$ cat config.mk
export PLATFORM = sky130hd
export DESIGN_NAME = alu_issue
export DESIGN_NICKNAME = d
export VERILOG_FILES = /design/src/rtl/alu_pkg.sv /design/src/rtl/regfile32.sv /design/src/rtl/alu_issue.sv
export SDC_FILE = /design/constraint.sdc
export NUM_CORES = 2
export LEC_CHECK = 0
export BUFFER_PORTS_ARGS = -buffer_cell sky130_fd_sc_hd__buf_2
export CAP_MARGIN = 15
export CORE_MARGIN = 2
export CORE_UTILIZATION = 68
export CTS_CLUSTER_DIAMETER = 100
export DETAILED_ROUTE_END_ITERATION = 6
export PLACE_DENSITY = 0.91
export SETUP_SLACK_MARGIN = 0.3
export SLEW_MARGIN = 20
export SYNTH_ARGS = -nofsm -noshare
export SYNTH_HDL_FRONTEND = slang
export SYNTH_SLANG_ARGS = --single-unit
$ cat constraint.sdc
create_clock -name clk -period 6.65 [get_ports clk]
set_clock_uncertainty 0.1 [all_clocks]
set_input_delay 0.665 -clock clk [delete_from_list [all_inputs] [get_ports clk]]
set_output_delay 0.665 -clock clk [all_outputs]
set_load 0.02 [all_outputs]
$ cat src/rtl/alu_pkg.sv
// Shared constants for the ALU issue stage: ALU selector codes, opcodes, FSM states and the opcode decoder.
// The optional retire counter in alu_issue is enabled by defining ISSUE_RETIRE_CNT_EN.
package alu_pkg;

    localparam logic [4:0] SEL_ADD  = 5'b10000;
    localparam logic [4:0] SEL_NOR  = 5'b10011;
    localparam logic [4:0] SEL_NOT  = 5'b00010;
    localparam logic [4:0] SEL_ROLV = 5'b00000;
    localparam logic [4:0] SEL_RORV = 5'b00001;
    localparam logic [4:0] SEL_NORI = 5'b00111;

    localparam logic [5:0] OP_ADD  = 6'h00;
    localparam logic [5:0] OP_NOR  = 6'h01;
    localparam logic [5:0] OP_NOT  = 6'h02;
    localparam logic [5:0] OP_ROLV = 6'h03;
    localparam logic [5:0] OP_RORV = 6'h04;
    localparam logic [5:0] OP_NORI = 6'h05;

    typedef enum logic [1:0] {
        ST_IDLE,
        ST_DECODE,
        ST_EXEC
    } state_t;

    typedef struct packed {
        logic       legal;
        logic [4:0] sel;
        logic       zero_i1;  // operand 1 forced to zero
        logic       imm_i2;   // operand 2 is the zero-extended immediate
        logic       dest_rt;  // result goes to rt instead of rd
    } decode_t;

    function automatic decode_t decode_op(input logic [5:0] op);
        decode_t d;
        d = '{legal: 1'b1, sel: SEL_ADD, zero_i1: 1'b0, imm_i2: 1'b0, dest_rt: 1'b0};
        case (op)
            OP_ADD:  d.sel = SEL_ADD;
            OP_NOR:  d.sel = SEL_NOR;
            OP_NOT:  begin d.sel = SEL_NOT;  d.zero_i1 = 1'b1; end
            OP_ROLV: d.sel = SEL_ROLV;
            OP_RORV: d.sel = SEL_RORV;
            OP_NORI: begin d.sel = SEL_NORI; d.imm_i2 = 1'b1; d.dest_rt = 1'b1; end
            default: d.legal = 1'b0;
        endcase
        return d;
    endfunction

endpackage

$ cat src/rtl/regfile32.sv
// 32 x 32-bit register file: two asynchronous read ports, one synchronous write port.
// Register 0 always reads zero and ignores writes.
module regfile32 (
    input  logic        clk,
    input  logic        reset,
    input  logic [4:0]  raddr_a,
    output logic [31:0] rdata_a,
    input  logic [4:0]  raddr_b,
    output logic [31:0] rdata_b,
    input  logic        we,
    input  logic [4:0]  waddr,
    input  logic [31:0] wdata
);

    logic [31:0] mem [32];

    // NOTE: resetting every entry prevents mapping to block RAM, but an aborted program must never see stale data.
    always_ff @(posedge clk) begin
        if (reset) begin
            for (int i = 0; i < 32; i++) begin
                mem[i] <= '0;
            end
        end else if (we && (waddr != 5'd0)) begin
            mem[waddr] <= wdata;
        end
    end

    assign rdata_a = (raddr_a == 5'd0) ? '0 : mem[raddr_a];
    assign rdata_b = (raddr_b == 5'd0) ? '0 : mem[raddr_b];

endmodule

$ cat src/rtl/alu_issue.sv
// Three-cycle issue stage (IDLE -> DECODE -> EXEC) feeding an external combinational ALU and writing back into regfile32.
// Define ISSUE_RETIRE_CNT_EN to add the retire_cnt output counting written-back instructions.
module alu_issue
    import alu_pkg::*;
(
    input  logic        clk,
    input  logic        reset,
    input  logic        instr_valid,
    input  logic [31:0] instr,
    output logic        instr_ready,
    output logic [31:0] alu_i1,
    output logic [31:0] alu_i2,
    output logic [4:0]  alu_sel,
    input  logic [31:0] alu_o,
    output logic        wb_valid,
    output logic [4:0]  wb_addr,
    output logic [31:0] wb_data,
    output logic        illegal
`ifdef ISSUE_RETIRE_CNT_EN
    ,
    output logic [31:0] retire_cnt
`endif
);

    state_t      state, state_d;
    logic [31:0] ir;
    logic [31:0] rdata_a, rdata_b;
    decode_t     dec;
    logic [4:0]  rs, rt, rd, dest;
    logic [15:0] imm16;

    assign rs    = ir[25:21];
    assign rt    = ir[20:16];
    assign rd    = ir[15:11];
    assign imm16 = ir[15:0];
    assign dec   = decode_op(ir[31:26]);
    assign dest  = dec.dest_rt ? rt : rd;

    assign instr_ready = (state == ST_IDLE);

    regfile32 u_regfile (
        .clk     (clk),
        .reset   (reset),
        .raddr_a (rs),
        .rdata_a (rdata_a),
        .raddr_b (rt),
        .rdata_b (rdata_b),
        .we      (state == ST_EXEC),
        .waddr   (dest),
        .wdata   (alu_o)
    );

    // NOTE: sequential state uses non-blocking assignments so every register samples pre-edge values.
    always_ff @(posedge clk) begin
        if (reset) begin
            state <= ST_IDLE;
        end else begin
            state <= state_d;
        end
    end

    // NOTE: next state is defaulted before the case so no path leaves it unassigned and no latch is inferred.
    always_comb begin
        state_d = state;
        case (state)
            ST_IDLE:   if (instr_valid) state_d = ST_DECODE;
            ST_DECODE: state_d = dec.legal ? ST_EXEC : ST_IDLE;
            ST_EXEC:   state_d = ST_IDLE;
            default:   state_d = ST_IDLE;
        endcase
    end

    always_ff @(posedge clk) begin
        if (reset) begin
            ir       <= '0;
            alu_i1   <= '0;
            alu_i2   <= '0;
            alu_sel  <= '0;
            wb_valid <= 1'b0;
            wb_addr  <= '0;
            wb_data  <= '0;
            illegal  <= 1'b0;
        end else begin
            wb_valid <= 1'b0;
            illegal  <= 1'b0;
            case (state)
                ST_IDLE: begin
                    if (instr_valid) ir <= instr;
                end
                ST_DECODE: begin
                    // An illegal opcode leaves the ALU operands untouched.
                    if (dec.legal) begin
                        alu_i1  <= dec.zero_i1 ? '0 : rdata_a;
                        alu_i2  <= dec.imm_i2 ? {16'h0000, imm16} : rdata_b;
                        alu_sel <= dec.sel;
                    end else begin
                        illegal <= 1'b1;
                    end
                end
                ST_EXEC: begin
                    wb_valid <= 1'b1;
                    wb_addr  <= dest;
                    wb_data  <= alu_o;
                end
                default: ;
            endcase
        end
    end

`ifdef ISSUE_RETIRE_CNT_EN
    always_ff @(posedge clk) begin
        if (reset) begin
            retire_cnt <= '0;
        end else if (state == ST_EXEC) begin
            retire_cnt <= retire_cnt + 32'd1;
        end
    end
`endif

endmodule

==> metrics.md <==
| Metric | Value |
|---|---|
| WL met1 | `57.1 mm` |
| Worst slew margin | `0.209` |
| Final GP Congestion | `0.961` |
| Most used flip-flop cell after synthesis | `edfxtp_1` |
| Hold Fails Final Rpt | `0` |
| Largest family of logic cells by synthesized area | `multiplexers` |
| Hold path depth | `3` |
| Post-Route WL | `186 mm` |
| Mux share of post-synthesis cell area | `0.225` |
| EDFF count, synth | `1,024` |
| Metal3 WL | `32.4 mm` |
| Async S/R FF share, synth | `0` |
| Worst-case reg-to-reg path depth | `5` |
| Num rows | `108` |
| Root buf cell | `clkbuf_16` |
| Post-route setup TNS | `0 ns` |
| # DRC | `2` |
| Peak supply drop | `0.322 mV` |
| Clock Sinks | `1,175` |
| Final min period | `4.61 ns` |
| Layout cells sized above 1 | `0.259` |
| Clock share of power | `0.387` |
| Yosys warns | `0` |
| Post-Synth Simple-Gate Area | `0.137` |
| Power Internal | `12,600 uW` |
| NumNets Final | `4,031` |
| Syn Inst Count | `3,991` |
| Latest clock arrival within the worst-skew pair | `0.72 ns` |
| Clk buf depth | `3` |
| Power Total | `16,700 uW` |
| Area share of xor/xnor cells in the synthesized design | `0` |
| RR Endpoint | `u_regfile.mem[29][31]$_SDFFCE_PN0P_` |
| Initial Util | `0.685` |
| First-pass GRT wire length | `266 mm` |
| Crit path DAT | `4.82 ns` |
| Number of vias per cell | `7.62` |
| Synth Area in Adders | `0` |
| Worst Setup SP | `ir[31]$_SDFFE_PP0P_` |
| P_sw | `4170 uW` |
| Gr usage total | `0.416` |
| Cell area after layout | `0.0648 mm^2` |
| IO Count | `176` |
| Critical path startpoint category | `register` |
| Hold Buf Count CTS | `0` |
| Seq/Total Area, Yosys | `0.568` |
| Sw frac | `0.249` |
| Reg2reg setup slack | `2.04 ns` |
| Critical R2R Launch | `ir[31]$_SDFFE_PP0P_` |
| CTS tree | `built` |
| Worst-Margin Slew | `1.19 ns` |
| Post_cts resized | `0` |
| TritonCTS Buffers | `115` |
| Clock transition at the registers of the reported paths | `0.06 ns` |
| Leak | `0.0228 uW` |
| Port Buffers | `174` |
| Slew Viols, Final | `0` |
| Placeable Area | `0.0868 mm^2` |
| RSZ-0062 raised after global routing | `false` |
| Critical path peak fanout | `33` |
| Grt total ovfl | `0` |
| Seq pwr share | `0.508` |
| Highest routing layer actually used | `met5` |
| Post-CTS setup buffer count | `0` |
| Fin cells | `5,223` |
| CP endpoint kind | `register` |
| Via count | `39,805` |
| Netlist cell types | `52` |
| Die Span Y | `300 um` |
| Comb power frac | `0.105` |
| FMAX | `217 MHz` |
| Largest net degree at the start of global routing | `110` |
| Status | `finished, violations left` |
| Post-synthesis average cell area | `14.9 um^2` |
| Period utilisation layout | `0.694` |
| Failing checks | `design-rule violations` |
| Crit Path Category | `register to register` |
| Hold Crit Class | `primary input to register` |
| Met2 Wirelength | `84.9 mm` |
| CP endpoint | `u_regfile.mem[29][31]$_SDFFCE_PN0P_` |
| H-Tree Depth | `3` |
| WL/cell | `35.7 um` |
| Number of global-route vias before repair | `39,489` |
| Antenna viol nets, final | `0` |
| Required @ worst endpoint | `6.86 ns` |
| MaxCap Viol Count | `0` |
| Layout fillers | `4,758` |
| DP Area | `0.0610 mm^2` |
| 1st-iter DRT viols | `7,398` |
| Die Wd | `300 um` |
| Die area | `0.0898 mm^2` |
| Post-synthesis register bit count | `1,175` |
| Initial antenna violation count | `23` |
| Min Hold Slack | `0.0990 ns` |
| Dpl hpwl | `108 mm` |
| TritonRoute pass-1 iters | `7` |
| PD cells | `258 mW/mm^2` |
| Final setup fails | `0` |
| Mapped Area | `0.0594 mm^2` |
| Placed Cells | `5,000` |
| Area grow syn2layout | `9.06%` |
| Synth Area in Compound Gates | `0.0401` |
critical path, stage by stage (launching register included):
cell	delay, ns
dfxtp_1	0.36
or3_1	0.47
nor2_2	0.75
a41oi_1	0.57
nor2_4	0.92
or2_2	1.00
registers in the layout, indices dropped and copies added, names as in the netlist, named ones only:
name           count
alu_sel            4
wb_addr            5
wb_data           32
illegal            1
ir                32
state              2
alu_i2            32
u_regfile.mem   1024
wb_valid           1
alu_i1            32
per-stage QoR:
step                setup WS (ns)  utilization
floorplan                    3.80            -
CTS                          2.09        0.746
finish                       2.04        0.747
global placement             2.21        0.703
detailed placement           2.10        0.704
global route                 1.86        0.747
placed cells by master, fill, tap and decap left out, types with 17 or more instances in the layout:
cell and count:
a211o_1 17, a211oi_1 36, a21oi_1 89, a221oi_1 32, a22o_1 37, a22oi_1 62, and2_1 994, and3_1 32
buf_2 173, buf_4 51, clkbuf_1 31, clkbuf_16 117, clkinv_1 17, clkinv_2 18, conb_1 33, dfxtp_1 142
edfxtp_1 1024, mux2_2 31, mux2i_1 115, mux4_2 528, nand2_1 193, nand3_1 18, nor2_4 23, nor2b_1 36
o2111ai_1 31, or2_2 22
power by group through the flow:
stage / Combinational (uW) / Sequential [uW] / Clock, uW
after detailed placement: 1650 / 8630 / 0
after global placement: 1620 / 8600 / 0
after floorplan: 1120 / 8520 / 0
after CTS: 1680 / 8490 / 6430
final: 1750 / 8510 / 6480
after global routing: 1790 / 8520 / 6680
Yosys cell counts (all sizes together) (2+ instances only):
cell,number,area [um^2]
nor3,7,40.0
or2,31,194
and3,32,200
a21oi,90,450
o2111ai,31,272
and4,2,17.5
nor2,45,169
a41oi,5,43.8
edfxtp,1024,30700
mux2,31,349
nand2,194,728
nand3,18,90.1
a211oi,36,270
a2111oi,2,36.3
a221oi,32,280
buf,113,602
mux2i,115,1150
mux4,528,11900
nor3b,4,35.0
clkbuf,303,1140
a211o,18,158
nand3b,3,22.5
nor2b,38,238
or3,16,100
inv,5,18.8
dfxtp,151,3020
a22o,37,324
a22oi,62,465
and2,995,6220
nand2b,3,18.8
o21ai,8,40.0
routing by layer:
layer | track usage | vias up
met1 | 0.522 | 19719
met5 | 0.00106 | -
li1 | - | 15154
met3 | 0.170 | 868
met4 | 0.210 | 24
met2 | 0.630 | 4040
cell families after synthesis:
group,count (synthesis)
and+or+nand+nor,1394
DFF,1175
muxes,674
buffers and inverters,421
AOI/OAI and AO/OA,326
other,1
how the worst min path moves through the flow:
stage,endpoint,slack [ns],start
2_1_floorplan,ir[0]$_SDFFE_PP0P_,0.34,ir[0]$_SDFFE_PP0P_
3_3_place_gp,ir[2]$_SDFFE_PP0P_,0.35,ir[2]$_SDFFE_PP0P_
3_5_place_dp,wb_data[20]$_SDFFE_PP0P_,0.35,wb_data[20]$_SDFFE_PP0P_
4_1_cts,register,0.1,instr[21]
5_1_grt,ir[6]$_SDFFE_PP0P_,0.1,instr[6]
6_report,ir[13]$_SDFFE_PP0P_,0.1,instr[13]
final cells by class:
| type | count | area [um^2] | share of cell area |
|---|---|---|---|
| Timing Repair Buffer | 240 | 1570 | 0.0242 |
| Inverter | 5 | 18.8 | 0.000290 |
| Tap cell | 1155 | 1450 | 0.0223 |
| Clock inverter | 51 | 423 | 0.00652 |
| Multi-Input combinational cell | 2427 | 24300 | 0.375 |
| Sequential cell | 1175 | 33800 | 0.521 |
| Clock buffer | 163 | 3250 | 0.0502 |
| Antenna cell | 7 | 17.5 | 0.000270 |
Power figures use the tool's default switching activity.
